## src/rtl/carry_chain_pkg.sv

```systemverilog
// Shared helpers for the fabric carry-chain blocks: segment sizing, the
// WIDTH/STAGES legality check and the MUXCY carry primitive.
package carry_chain_pkg;

    function automatic int seg_bits(input int width, input int stages);
        return (stages > 0) ? (width / stages) : width;
    endfunction

    function automatic bit chain_params_ok(input int width, input int stages);
        return (stages >= 1) && (width >= stages) && ((width % stages) == 0);
    endfunction

    // MUXCY: propagate the incoming carry when s is set, otherwise take di.
    function automatic logic muxcy(input logic ci, input logic di, input logic s);
        return s ? ci : di;
    endfunction

endpackage

```

## src/rtl/carry_seg.sv

```systemverilog
// Purely combinational SEG-bit MUXCY/XORCY chain; registers live in the parent.
module carry_seg
    import carry_chain_pkg::*;
#(
    parameter int SEG = 8
) (
    input  logic           ci,
    input  logic [SEG-1:0] di,
    input  logic [SEG-1:0] s,
    output logic [SEG-1:0] o,
    output logic [SEG-1:0] lo,
    output logic           co
);

    always_comb begin
        logic c;
        c  = ci;
        o  = '0;
        lo = '0;
        for (int i = 0; i < SEG; i++) begin
            o[i]  = s[i] ^ c;
            c     = muxcy(c, di[i], s[i]);
            lo[i] = c;
        end
        co = c;
    end

endmodule

```

## src/rtl/carry_chain_pipe.sv

```systemverilog
// Pipelined MUXCY/XORCY carry chain cut into STAGES equal segments.
// Optional per-bit carry tap output LO enabled by CARRY_CHAIN_PIPE_LO_TAP_EN.
module carry_chain_pipe
    import carry_chain_pkg::*;
#(
    parameter int WIDTH  = 16,
    parameter int STAGES = 2
) (
    input  logic             CLK,
    input  logic             RST_N,
    input  logic             CE,
    input  logic             VALID_IN,
    input  logic             CI,
    input  logic [WIDTH-1:0] DI,
    input  logic [WIDTH-1:0] S,
    output logic [WIDTH-1:0] O,
    output logic             CO,
`ifdef CARRY_CHAIN_PIPE_LO_TAP_EN
    output logic [WIDTH-1:0] LO,
`endif
    output logic             VALID_OUT
);

    localparam int SEG = seg_bits(WIDTH, STAGES);

    if (!chain_params_ok(WIDTH, STAGES)) begin : g_param_check
        $error("carry_chain_pipe: WIDTH (%0d) must be a multiple of STAGES (%0d)", WIDTH, STAGES);
    end

    logic [STAGES-1:0] seg_co;
    logic [STAGES-1:0] valid_d;
    logic [STAGES-1:0] valid_q;

    for (genvar k = 0; k < STAGES; k++) begin : g_seg
        logic [SEG-1:0] seg_di;
        logic [SEG-1:0] seg_s;
        logic [SEG-1:0] seg_o;
        logic [SEG-1:0] seg_lo;
        logic           seg_ci;
        logic           seg_cout;
        logic           carry_d;
        logic           carry_q;
        logic [SEG-1:0] o_pipe_d [STAGES-k];
        logic [SEG-1:0] o_pipe_q [STAGES-k];

        if (k == 0) begin : g_direct
            assign seg_di = DI[SEG-1:0];
            assign seg_s  = S[SEG-1:0];
            assign seg_ci = CI;
        end else begin : g_skew
            // Delay this segment's operands k cycles so they meet the carry from segment k-1.
            logic [SEG-1:0] di_skew_d [k];
            logic [SEG-1:0] di_skew_q [k];
            logic [SEG-1:0] s_skew_d  [k];
            logic [SEG-1:0] s_skew_q  [k];

            always_comb begin
                di_skew_d = di_skew_q;
                s_skew_d  = s_skew_q;
                if (CE) begin
                    di_skew_d[0] = DI[k*SEG +: SEG];
                    s_skew_d[0]  = S[k*SEG +: SEG];
                    for (int j = 1; j < k; j++) begin
                        di_skew_d[j] = di_skew_q[j-1];
                        s_skew_d[j]  = s_skew_q[j-1];
                    end
                end
            end

            always_ff @(posedge CLK) begin
                if (!RST_N) begin
                    di_skew_q <= '{default: '0};
                    s_skew_q  <= '{default: '0};
                end else begin
                    di_skew_q <= di_skew_d;
                    s_skew_q  <= s_skew_d;
                end
            end

            assign seg_di = di_skew_q[k-1];
            assign seg_s  = s_skew_q[k-1];
            assign seg_ci = seg_co[k-1];
        end

        carry_seg #(.SEG(SEG)) u_seg (
            .ci (seg_ci),
            .di (seg_di),
            .s  (seg_s),
            .o  (seg_o),
            .lo (seg_lo),
            .co (seg_cout)
        );

        always_comb begin
            carry_d  = CE ? seg_cout : carry_q;
            o_pipe_d = o_pipe_q;
            if (CE) begin
                o_pipe_d[0] = seg_o;
                for (int j = 1; j < STAGES - k; j++) begin
                    o_pipe_d[j] = o_pipe_q[j-1];
                end
            end
        end

        always_ff @(posedge CLK) begin
            if (!RST_N) begin
                carry_q  <= 1'b0;
                o_pipe_q <= '{default: '0};
            end else begin
                carry_q  <= carry_d;
                o_pipe_q <= o_pipe_d;
            end
        end

        assign seg_co[k]          = carry_q;
        assign O[k*SEG +: SEG]    = o_pipe_q[STAGES-k-1];

`ifdef CARRY_CHAIN_PIPE_LO_TAP_EN
        logic [SEG-1:0] lo_pipe_d [STAGES-k];
        logic [SEG-1:0] lo_pipe_q [STAGES-k];

        always_comb begin
            lo_pipe_d = lo_pipe_q;
            if (CE) begin
                lo_pipe_d[0] = seg_lo;
                for (int j = 1; j < STAGES - k; j++) begin
                    lo_pipe_d[j] = lo_pipe_q[j-1];
                end
            end
        end

        always_ff @(posedge CLK) begin
            if (!RST_N) begin
                lo_pipe_q <= '{default: '0};
            end else begin
                lo_pipe_q <= lo_pipe_d;
            end
        end

        assign LO[k*SEG +: SEG] = lo_pipe_q[STAGES-k-1];
`else
        logic unused_lo;
        assign unused_lo = ^seg_lo;
`endif
    end

    always_comb begin
        valid_d = valid_q;
        if (CE) begin
            valid_d[0] = VALID_IN;
            for (int i = 1; i < STAGES; i++) begin
                valid_d[i] = valid_q[i-1];
            end
        end
    end

    always_ff @(posedge CLK) begin
        if (!RST_N) begin
            valid_q <= '0;
        end else begin
            valid_q <= valid_d;
        end
    end

    assign CO        = seg_co[STAGES-1];
    assign VALID_OUT = valid_q[STAGES-1];

endmodule

```

## config.mk

```make
export PLATFORM = sky130hd
export DESIGN_NAME = carry_chain_pipe
export DESIGN_NICKNAME = d
export VERILOG_FILES = /design/src/rtl/carry_chain_pkg.sv /design/src/rtl/carry_seg.sv /design/src/rtl/carry_chain_pipe.sv
export SDC_FILE = /design/constraint.sdc
export NUM_CORES = 1
export LEC_CHECK = 0
export ABC_AREA = 1
export BUFFER_PORTS_ARGS = -buffer_cell sky130_fd_sc_hd__buf_2
export CAP_MARGIN = 15
export CORE_MARGIN = 2
export CORE_UTILIZATION = 55
export DETAILED_ROUTE_END_ITERATION = 16
export GPL_ROUTABILITY_DRIVEN = 0
export GPL_TIMING_DRIVEN = 0
export PLACE_DENSITY = 0.95
export SLEW_MARGIN = 10
export SYNTH_ARGS = -nofsm -noshare
export SYNTH_HDL_FRONTEND = slang
export SYNTH_SLANG_ARGS = --single-unit
export TNS_END_PERCENT = 30
```

## constraint.sdc

```tcl
create_clock -name CLK -period 1.9 [get_ports CLK]
set_input_delay 0.19 -clock CLK [delete_from_list [all_inputs] [get_ports CLK]]
set_output_delay 0.19 -clock CLK [all_outputs]
set_load 0.1 [all_outputs]
```

---- Word level (Yosys, flattened, before mapping) ----
Index checks and enable logic that the tools add are counted.
cells by class
  bitwise operators ....................... 16
  muxes and demuxes ....................... 16
operators with widths
  kind           number
  $mux W1        16
  $xor A1 B1 Y1  16
storage, ports and cells
  register bits ........................... 44
  output and inout bits ................... 18
  word-level logic and storage cells ...... 40

---- Longest topological paths before layout ----
Gate-level depths: netlist (run 1).
  depth in word-level cells ............... 8
  mapped depth ............................ 12
  gate-level depth less buffers ........... 12

---- Hierarchy ----
From an unflattened synthesis (run 1), not the netlist that was laid out.
second synthesis, totals
  cell total of the unflattened synthesis .. 377
  area total of the unflattened synthesis .. 2408.6 sq um
by module, submodules not included
  module            cells each  area an instance (sq um)  instances
  carry_chain_pipe  287         1863.0                    1
  carry_seg         45          272.8                     2

---- Worst setup path before layout (run 1) ----
OpenSTA, ideal clock, no wires.
  path type ............................... flip-flop to flip-flop
  from .................................... reg, netlist name g_seg[1].o_pipe_q[3]
  to ...................................... reg g_seg[1].o_pipe_q[3] in the netlist's numbering
  required time ........................... 1.825 ns
  stages on the path, launching flop included .. 3
  path slack .............................. 0.559 ns
  arrival ................................. 1.266 ns
  buffers on the path ..................... 0
  clock period less this slack ............ 1.341 ns
  cells stage by stage .................... dfxtp_1 o21ai_0 a31oi_1
RTL lines
  item                  line                     text
  end signal, assigned  carry_chain_pipe.sv:111  o_pipe_q <= o_pipe_d;
  end, declared         carry_chain_pipe.sv:44   logic [SEG-1:0] o_pipe_q [STAGES-k];

---- Worst setup path in the final report (run 1) ----
  from .................................... reg g_seg[0].carry_q
  to ...................................... reg g_seg[1].o_pipe_q[6] in the netlist's numbering
between the ends
  longest elaborated chain between the ends .. 7
ends and longest elaborated chain
  item                    line                     text
  start, declared         carry_chain_pipe.sv:42   logic carry_q;
  start signal, assigned  carry_chain_pipe.sv:110  carry_q <= carry_d;
  $mux W1 (6 in a row)    carry_chain_pkg.sv:15    return s ? ci : di;
  $xor A1 B1 Y1           carry_seg.sv:21          o[i] = s[i] ^ c;
Every way passes these cells.
A chain may end at the register's enable or synchronous reset.

==> impl_metrics.toml, run 1 <==
[cells_and_area]
n_fill_cell = 331
antenna_cells_inserted = 0
final_nets = 380
final_util = 0.698
drive_gt1_frac = 0.253
post-route-cell-area_sq_um = 2540
multi_input_area_sq_um = 923
syn_to_final_growth_pct = 23.3
seq_area_sq_um = 881
finalNonFillerCells = 392

[yosys]
yosys-top-cells-area = "dfxtp_1, nor2_1, nand2_1"
ys_types = 23
synth_top_area_frac = 0.428
synth-edff-count = 0
synth_seq_cells = 44
synth.cells.most_frequent = "dfxtp_1, nor2_1, nand2_1, inv_1, nand3_1"
synth-simple-area-share = 0.280
synth_compound_area_frac = 0.164
yosysMostFrequentCell = "dfxtp_1"
syn-instance-count = 284
muxShareOfSynthArea = 0
synth_top_family_by_area = "simple AND/OR/NAND/NOR gates"
synthFlopType = "dfxtp_1"
async_flop_share = 0
ys_seq_area_frac = 0.428
synthAdderAreaFrac = 0
yosys.area_share.xor_xnor = 0.00426
synth_top_area_cell = "dfxtp_1"
yosys_warnings = 0
syn_nets = 321
syn_area_sq_um = 2060
synth_area_per_cell_sq_um = 7.24

[timing]
rsz0062_at_grt = "false"
setup_tns_ns = 0
period_needed_ns = 1.44
period_share = 0.760
hold_viol = 0
finClkSkew_ns = 0.0138
max-slew-margin-rel = 0.672
setup_viol = 0
worst_slew_pin_slew_ns = 0.492
fmax_mhz = 692
maxSlewViolCount = 0

[detailed_routing]
dr_total_vias = 1966
drt-initial-drc-count = 150
avgViaCountPerCell = 5.02
final_antenna_net_count = 0
avgRoutedWirePerCell_um = 11.7
drt_drc_violations_left = 0
first_pass_iters = 4
wirelength_um = 4600

[clock_tree]
clkSlewWorstSetupHoldPaths_ns = 0.09
post_cts_resized = 0
cts_num_sinks = 44
htreeDepth = 2
cts_setup_buffers = 0
holdBufCountCts = 0
cts_tree = "built"
numCtsBuffers = 5
cts_root_buf = "clkbuf_8"
clock_latency_ns = 0.31
cts_buffer_depth = 2

[die]
die_x_um = 65.2
fp.coreArea_sq_um = 3630
dieArea_sq_um = 4250
die_h_um = 65.2
io_pins = 55
initial_core_util = 0.566
rows = 22

[worst_setup_path]
cp_common_cell = "nand3_2"
worstSetupPathType = "register to register"
ff2ff_setup_slack_ns = 0.46
required_ns = 2.10
cp_slowest_cell = "dfxtp_1"
crit_family = "simple AND/OR/NAND/NOR gates"
endpoint_kind = "register"
cp.arrival_ns = 1.64
cp-start-kind = "register"
cp_max_fo = 3
crit_chain = "nand2_1 > nand3_2 > nand3_2 > nand3_2 > nand3_2 > nand3_2 > nand2_1 > nand2_1 > nand2_1 > o21ai_1 > inv_1"
slowest_delay_ns = 0.38
cp_num_buf_inv = 1

[grt]
grt.met1_usage = 0.265
use_met2 = 0.429
grt_max_degree = 15
grtUsageMet3 = 0.0548
grt_pass1_wl_um = 7620
antenna_found_initial = 0
overflow = 0
busiest_layer = "met2"
grt_pass1_vias = 1842
gr-usage-all-layers = 0.233

[placement]
port_buffers = 52
place_area_sq_um = 2380
place_inst = 384
dp_hpwl_um = 3390

[power_and_ir_drop]
leakagePower_nw = 1.30
ir_worst_vdd_mv = 0.673
power_density_nw_per_um2 = 1000

[run]
cap_violations = 0

[hold_path]
hp-class = "input pin to register"

[status]
status = "finished clean"
==> tightest hold or removal path: stages <==
cell and delay (ns):
buf_2 0.07, nor2_1 0.03, nor2_1 0.09
==> flip-flops by register name, summed over array words and instances, names as in the netlist <==
signal                  cells
CO                          1
O                           8
g_seg.carry_q               1
g_seg.g_skew.di_skew_q      8
g_seg.g_skew.s_skew_q       8
g_seg.o_pipe_q             16
valid_q                     2
==> stage by stage <==
step | hold slack, ns | worst slack, ns | power (W)
final | 0.112 | 0.456 | 0.00255
after global routing | 0.118 | 0.288 | 0.00265
after CTS | 0.110 | 0.470 | 0.00256
after detailed placement | 0.422 | 0.506 | 0.00158
after global placement | 0.410 | 0.551 | 0.00157
after floorplan | 0.325 | 0.559 | 0.00146
==> path summary, 6_finish.rpt <==
check	cells after the start	end	startpoint
max reg2reg	11	g_seg[1].o_pipe_q[6]	g_seg[0].carry_q
min	3	valid_q[0]	VALID_IN
min reg2reg	2	CO	CO
max	11	g_seg[1].o_pipe_q[6]	g_seg[0].carry_q
==> cell families after synthesis <==
group	after synthesis
and+or+nand+nor	121
DFF	44
buffers and inverters	57
xor gates and xnor gates	1
AOI/OAI and AO/OA	61
==> routing by layer <==
layer,vias up,wire (um)
met2,53,2260
met3,6,295
li1,1037,-
met4,0,44
met5,-,0
met1,870,1990
==> placed cells by master, fill, tap and decap left out, drive strengths merged <==
cell type / Yosys / layout
nand3: 31 / 31
o221ai: 4 / 4
inv: 36 / 36
nand2: 41 / 41
clkbuf: 10 / 15
nor2: 42 / 42
or2: 7 / 7
dfxtp: 44 / 44
a21oi: 18 / 18
bufinv: 0 / 3
a31oi: 2 / 2
buf: 11 / 63
xor2: 1 / 1
o211ai: 6 / 6
o21ai: 31 / 31
==> cell type report <==
type,instances,area share
Buffer,21,0.0464
Clock buffer,5,0.0271
Clock inverter,3,0.0355
Inverter,36,0.0533
Multi-Input combinational cell,183,0.364
Sequential cell,44,0.347
Tap cell,48,0.0237
Timing Repair Buffer,52,0.103
==> report_power, final <==
part / internal, W / switching [W]
clock: 0.000657 / 0.000324
combinational: 0.000148 / 0.000387
sequential: 0.000990 / 0.0000393
Note: power is estimated with default switching activity, not from simulation.
==> run 2, diff against run 1 <==
--- a/config.mk
+++ b/config.mk
@@ -9,11 +9,11 @@
 export BUFFER_PORTS_ARGS = -buffer_cell sky130_fd_sc_hd__buf_2
 export CAP_MARGIN = 15
 export CORE_MARGIN = 2
-export CORE_UTILIZATION = 55
+export CORE_UTILIZATION = 47
 export DETAILED_ROUTE_END_ITERATION = 16
 export GPL_ROUTABILITY_DRIVEN = 0
 export GPL_TIMING_DRIVEN = 0
-export PLACE_DENSITY = 0.95
+export PLACE_DENSITY = 0.87
 export SLEW_MARGIN = 10
 export SYNTH_ARGS = -nofsm -noshare
 export SYNTH_HDL_FRONTEND = slang
==> constraint.sdc (replaced) <==
create_clock -name CLK -period 1.3 [get_ports CLK]
set_input_delay 0.13 -clock CLK [delete_from_list [all_inputs] [get_ports CLK]]
set_output_delay 0.13 -clock CLK [all_outputs]
set_load 0.1 [all_outputs]
==> run 2 against run 1 <==
The flow now finishes with violations (setup timing). Clock skew decreased by 0.0023 ns. Highest routed layer unchanged. Register-to-register slack got worse by 0.54 ns. Hold slack got worse by 0.068 ns.
==> impl_metrics.toml, run 2 (synthesized netlist as in run 1, its figures left out) <==
[status]
status = "complete, but fails checks"
violations = "setup timing"

[timing]
worst_slack_ns = -0.0838
period_needed_ns = 1.38
period_share = 1.06
worst_slew_pin_slew_ns = 0.541
max-slew-margin-rel = 0.639
setup_viol = 5
hold_viol = 0
fmax_mhz = 723
holdWs_ns = 0.0439
rsz0062_at_grt = "true"
finClkSkew_ns = 0.0114
maxSlewViolCount = 0

[power_and_ir_drop]
switching_share = 0.348
p_clk_frac = 0.262
power_density_nw_per_um2 = 1230
ir_worst_vdd_mv = 0.693
net-switching-power_w = 0.00110
p_seq_frac = 0.477
leakagePower_nw = 1.30
combPwrFrac = 0.262
intPower_w = 0.00206

[grt]
grtUsageMet3 = 0.0462
antenna_found_initial = 0
use_met2 = 0.363
grt_pass1_wl_um = 8140
overflow = 0
gr-usage-all-layers = 0.207
grt_pass1_vias = 1932
grt.met1_usage = 0.245
busiest_layer = "met2"
grt_max_degree = 13

[placement]
dp_slack_ns = -0.130
port_buffers = 52
place_area_sq_um = 2380
place_inst = 388
dp_hpwl_um = 3520

[worst_setup_path]
cp_common_cell = "nand3_2"
r2r-start = "g_seg[1].g_skew.s_skew_q[0]"
endpoint_kind = "register"
worstSetupPathType = "register to register"
cp.arrival_ns = 1.58
cp_num_buf_inv = 1
ff2ff_setup_slack_ns = -0.08
reg2reg_depth = 12
r2r_end = "g_seg[1].o_pipe_q[7]"
slowest_delay_ns = 0.36
required_ns = 1.50
cp-start-kind = "register"
cp_slowest_cell = "dfxtp_4"
crit_chain = "inv_2 > nand2_2 > nand3_2 > nand3_2 > nand3_2 > nand3_2 > nand3_2 > nand3_2 > nand3_2 > nand2_2 > nor2_2 > nor2_1"
cp_max_fo = 3
crit_family = "simple AND/OR/NAND/NOR gates"

[die]
die_x_um = 70.2
die_h_um = 70.2
rows = 24
io_pins = 55
dieArea_sq_um = 4920
fp.coreArea_sq_um = 4290
initial_core_util = 0.479

[run]
cap_violations = 0

[cells_and_area]
largest_register_ffs = 16
antenna_cells_inserted = 0
drive_gt1_frac = 0.288
syn_to_final_growth_pct = 24.4
n_fill_cell = 404
final_nets = 388
multi_input_area_sq_um = 943
final_common_cell = "buf_2"
seq_area_sq_um = 887
finalNonFillerCells = 403
regMostFlops = "g_seg.o_pipe_q"
post-route-cell-area_sq_um = 2560
layout.cells.most_common_list = "buf_2, dfxtp_1, nor2_1"

[clock_tree]
cts_buffer_depth = 2
numCtsBuffers = 5
htreeDepth = 2
clkSlewWorstSetupHoldPaths_ns = 0.08
cts_root_buf = "clkbuf_8"
clock_latency_ns = 0.31
cts_tree = "built"
cts_num_sinks = 44

[detailed_routing]
dr_total_vias = 2012
avgRoutedWirePerCell_um = 11.9
drt_drc_violations_left = 0
final_antenna_net_count = 0
drt-initial-drc-count = 94
wirelength_um = 4800
first_pass_iters = 4
avgViaCountPerCell = 4.99

[hold_path]
min_from = "DI[8]"
min_to = "g_seg[1].g_skew.di_skew_q[0]"
hp-class = "input pin to register"
whs_path_depth = 3
[run 2: cell types whose count changed in the layout (fill, tap and decap cells not counted), moves of 2 or more]
cell / delta
buf_4: +13
inv_2: +2
buf_2: -5
bufinv_16: -3
dfxtp_2: +2
inv_1: -2
dfxtp_1: -3
[run 2: power by group through the flow]
| stage | Sequential, W | Clock [W] | Combinational (W) |
|---|---|---|---|
| floorplan | 0.00170 | 0 | 0.000442 |
| global placement | 0.00153 | 0 | 0.000766 |
| detailed placement | 0.00153 | 0 | 0.000781 |
| CTS | 0.00150 | 0.000829 | 0.000800 |
| global route | 0.00152 | 0.000882 | 0.000894 |
| finish | 0.00150 | 0.000827 | 0.000826 |
[run 2: metal layers]
metal / up-vias / share of wire
li1: 1043 / -
met1: 911 / 0.43
met2: 50 / 0.50
met3: 8 / 0.056
met4: 0 / 0.015
met5: - / 0
[run 2: area by class of cell]
cell class / instances / share of cell area
Multi-Input combinational cell: 183 / 0.369
Sequential cell: 44 / 0.347
Timing Repair Buffer: 60 / 0.130
Inverter: 36 / 0.0528
Buffer: 21 / 0.0460
Clock buffer: 6 / 0.0284
Tap cell: 52 / 0.0254
Clock inverter: 1 / 0.00196
[run 2: stage by stage]
| step | utilization | setup TNS [ns] | total power, W |
|---|---|---|---|
| 2_1_floorplan | - | 0 | 0.00214 |
| 3_3_place_gp | 0.555 | -0.171 | 0.00229 |
| 3_5_place_dp | 0.555 | -0.389 | 0.00232 |
| 4_1_cts | 0.581 | -0.207 | 0.00313 |
| 5_1_grt | 0.596 | -0.754 | 0.00329 |
| 6_report | 0.596 | -0.276 | 0.00316 |
[run 2: how the worst max path moves through the flow]
stage / from / end / slack, ns / cells past startpoint
CTS: g_seg[1].g_skew.s_skew_q[0] / g_seg[1].o_pipe_q[7] / -0.09 / 12
finish: g_seg[1].g_skew.s_skew_q[0] / g_seg[1].o_pipe_q[7] / -0.08 / 12
detailed placement: g_seg[1].g_skew.s_skew_q[0] / g_seg[1].o_pipe_q[6] / -0.13 / 11
global placement: g_seg[0].carry_q / g_seg[1].o_pipe_q[7] / -0.07 / 11
global route: g_seg[1].g_skew.s_skew_q[0] / g_seg[1].o_pipe_q[7] / -0.19 / 12
floorplan: g_seg[1].o_pipe_q[5] / g_seg[1].o_pipe_q[5] / 0.005 / 2
[run 2: what timing repair did]
action / CTS / global route
pin swaps: 3 / 4
hold buffers: 0 / 0
endpoints found under the setup margin: 6 / 9
gates resized for setup: 4 / 9
setup buffers: 4 / 4
[run 2: tightest hold or removal path, cell delays in order]
cell and delay (ns):
buf_2 0.08, nor2_1 0.03, nor2_1 0.08
==> run 3, diff against run 2 <==
==> constraint.sdc (replaced) <==
create_clock -name CLK -period 1.3 [get_ports CLK]
set_input_delay 0.13 -clock CLK [delete_from_list [all_inputs] [get_ports CLK]]
set_output_delay 0.13 -clock CLK [all_outputs]
set_load 0.01 [all_outputs]
==> run 3 against run 2 <==
The run still ends with setup timing left. Register-to-register slack better by 0.03 ns. First-iteration DRC count is 7.4% higher. Sequential power hardly changed. Sequential share of layout area is 0.38 points higher. Sequential cell count stayed put. Count of clock-buffer cells in the layout is 2 higher. Clock power is 5.6% higher. Design area is 1.4% lower. Worst setup slack better by 0.028 ns. Die area stayed put. Hold slack better by 0.017 ns. Wire length is 1.5% lower. Critical path type unchanged. Critical endpoint unchanged. Largest cell class unchanged.
==> impl_metrics.toml, run 3 (synthesized netlist as in run 1, its figures left out) <==
[die]
rows = 24
fp.coreArea_sq_um = 4290
die_x_um = 70.2
initial_core_util = 0.479
die_h_um = 70.2
io_pins = 55
dieArea_sq_um = 4920

[status]
status = "complete, but fails checks"
violations = "setup timing"

[timing]
worst_slew_pin_slew_ns = 0.528
fmax_mhz = 738
period_share = 1.04
worst_slack_ns = -0.0558
finClkSkew_ns = 0.00602
setup_viol = 4
rsz0062_at_grt = "true"
max-slew-margin-rel = 0.648
maxSlewViolCount = 0
hold_viol = 0
period_needed_ns = 1.36

[clock_tree]
htreeDepth = 2
clkSlewWorstSetupHoldPaths_ns = 0.07
clock_latency_ns = 0.30
cts_tree = "built"
numCtsBuffers = 5
cts_root_buf = "clkbuf_8"
cts_num_sinks = 44
cts_buffer_depth = 2

[power_and_ir_drop]
power_density_nw_per_um2 = 1150
leakagePower_nw = 1.29
ir_worst_vdd_mv = 0.665
p_total_w = 0.00291

[worst_setup_path]
cp_slowest_cell = "dfxtp_2"
slowest_delay_ns = 0.34
worstSetupPathType = "register to register"
crit_family = "simple AND/OR/NAND/NOR gates"
cp_max_fo = 3
required_ns = 1.49
cp_common_cell = "nand3_2"
cp-start-kind = "register"
endpoint_kind = "register"
cp_num_buf_inv = 1
cp.arrival_ns = 1.54
crit_chain = "inv_2 > nand2_2 > nand3_2 > nand3_2 > nand3_2 > nand3_2 > nand3_2 > nand3_2 > nand3_2 > nand2_1 > nor2_1 > nor2_1"

[cells_and_area]
final_common_cell = "buf_2"
final_nets = 386
largest_register_ffs = 16
syn_to_final_growth_pct = 22.7
n_fill_cell = 403
antenna_cells_inserted = 0
regMostFlops = "g_seg.o_pipe_q"
drive_gt1_frac = 0.277
layout.cells.most_common_list = "buf_2, nor2_1, dfxtp_1"

[detailed_routing]
dr_total_vias = 2009
first_pass_iters = 5
drt-initial-drc-count = 101
wirelength_um = 4730
drt_drc_violations_left = 0
avgRoutedWirePerCell_um = 11.8
avgViaCountPerCell = 5.00
final_antenna_net_count = 0

[grt]
overflow = 0
gr-usage-all-layers = 0.201
grt_pass1_wl_um = 8040
grt_pass1_vias = 1889
antenna_found_initial = 0
grt_max_degree = 13

[hold_path]
hp-class = "input pin to register"

[placement]
port_buffers = 52
dp_slack_ns = -0.115
dp_hpwl_um = 3460

[run]
cap_violations = 0
-- run 3: cell types whose count changed in the layout (fill, tap and decap cells not counted) --
cell / previous run / this run
clkbuf_8: 5 / 6
a31oi_1: 1 / 2
buf_4: 21 / 14
nor2_2: 1 / 0
buf_2: 48 / 53
nor2_1: 41 / 42
dfxtp_2: 2 / 3
a31oi_4: 1 / 0
dfxtp_4: 1 / 0
clkinv_2: 1 / 0
clkbuf_1: 11 / 12
-- run 3: worst reg2reg max path, cell delays in order, from the launching register on --
cell	delay, ns
dfxtp_2	0.34
inv_2	0.06
nand2_2	0.05
nand3_2	0.07
nand3_2	0.10
nand3_2	0.10
nand3_2	0.09
nand3_2	0.10
nand3_2	0.09
nand3_2	0.08
nand2_1	0.05
nor2_1	0.09
nor2_1	0.04
-- run 3: area by class of cell --
cell class | count | area (sq um) | share of cell area
Multi-Input combinational cell | 183 | 926 | 0.367
Tap cell | 52 | 65.1 | 0.0258
Buffer | 21 | 118 | 0.0466
Sequential cell | 44 | 885 | 0.351
Inverter | 36 | 135 | 0.0535
Clock buffer | 8 | 90.1 | 0.0357
Timing Repair Buffer | 58 | 305 | 0.121
-- run 3: what timing repair did --
item,in CTS,in global routing
pin swaps,2,3
setup endpoints to repair,3,6
hold buffers,0,0
buffers inserted,4,2
hold endpoints to repair,0,0
resized for setup,5,1
-- run 3: path summary, 6_finish.rpt --
kind | from | endpoint | slack (ns) | cells past startpoint
min | DI[10] | g_seg[1].g_skew.di_skew_q[2] | 0.06 | 3
max | g_seg[1].g_skew.s_skew_q[0] | g_seg[1].o_pipe_q[7] | -0.06 | 12
max reg2reg | g_seg[1].g_skew.s_skew_q[0] | g_seg[1].o_pipe_q[7] | -0.06 | 12
min reg2reg | g_seg[1].g_skew.di_skew_q[7] | g_seg[1].g_skew.di_skew_q[7] | 0.47 | 2
-- run 3: per-layer routing --
metal  vias to the layer above  wire length, um  track usage
met2                        75             2280        0.357
met4                         0               51       0.0598
met3                         7              361       0.0563
met1                       882             2040        0.236
li1                       1045                -            -
met5                         -                0            0
-- run 3: power breakdown --
part           total [W]  internal, W  switching, W  leakage (nW)
clock           0.000873     0.000433      0.000440        0.0455
sequential       0.00151      0.00145     0.0000568         0.366
combinational   0.000527     0.000232      0.000295         0.878
total            0.00291      0.00211      0.000792          1.29
-- run 3: per-stage QoR --
step                      utilization  std cells  instance area [sq um]  TNS (ns)  hold slack, ns
after floorplan                     -        284                   2060         0           0.265
after global placement          0.555        388                   2380    -0.117           0.350
after detailed placement        0.555        388                   2380    -0.319           0.359
after CTS                       0.584        400                   2510    -0.208          0.0570
after global routing            0.588        402                   2520    -0.661          0.0715
final                           0.588        402                   2520    -0.149          0.0613
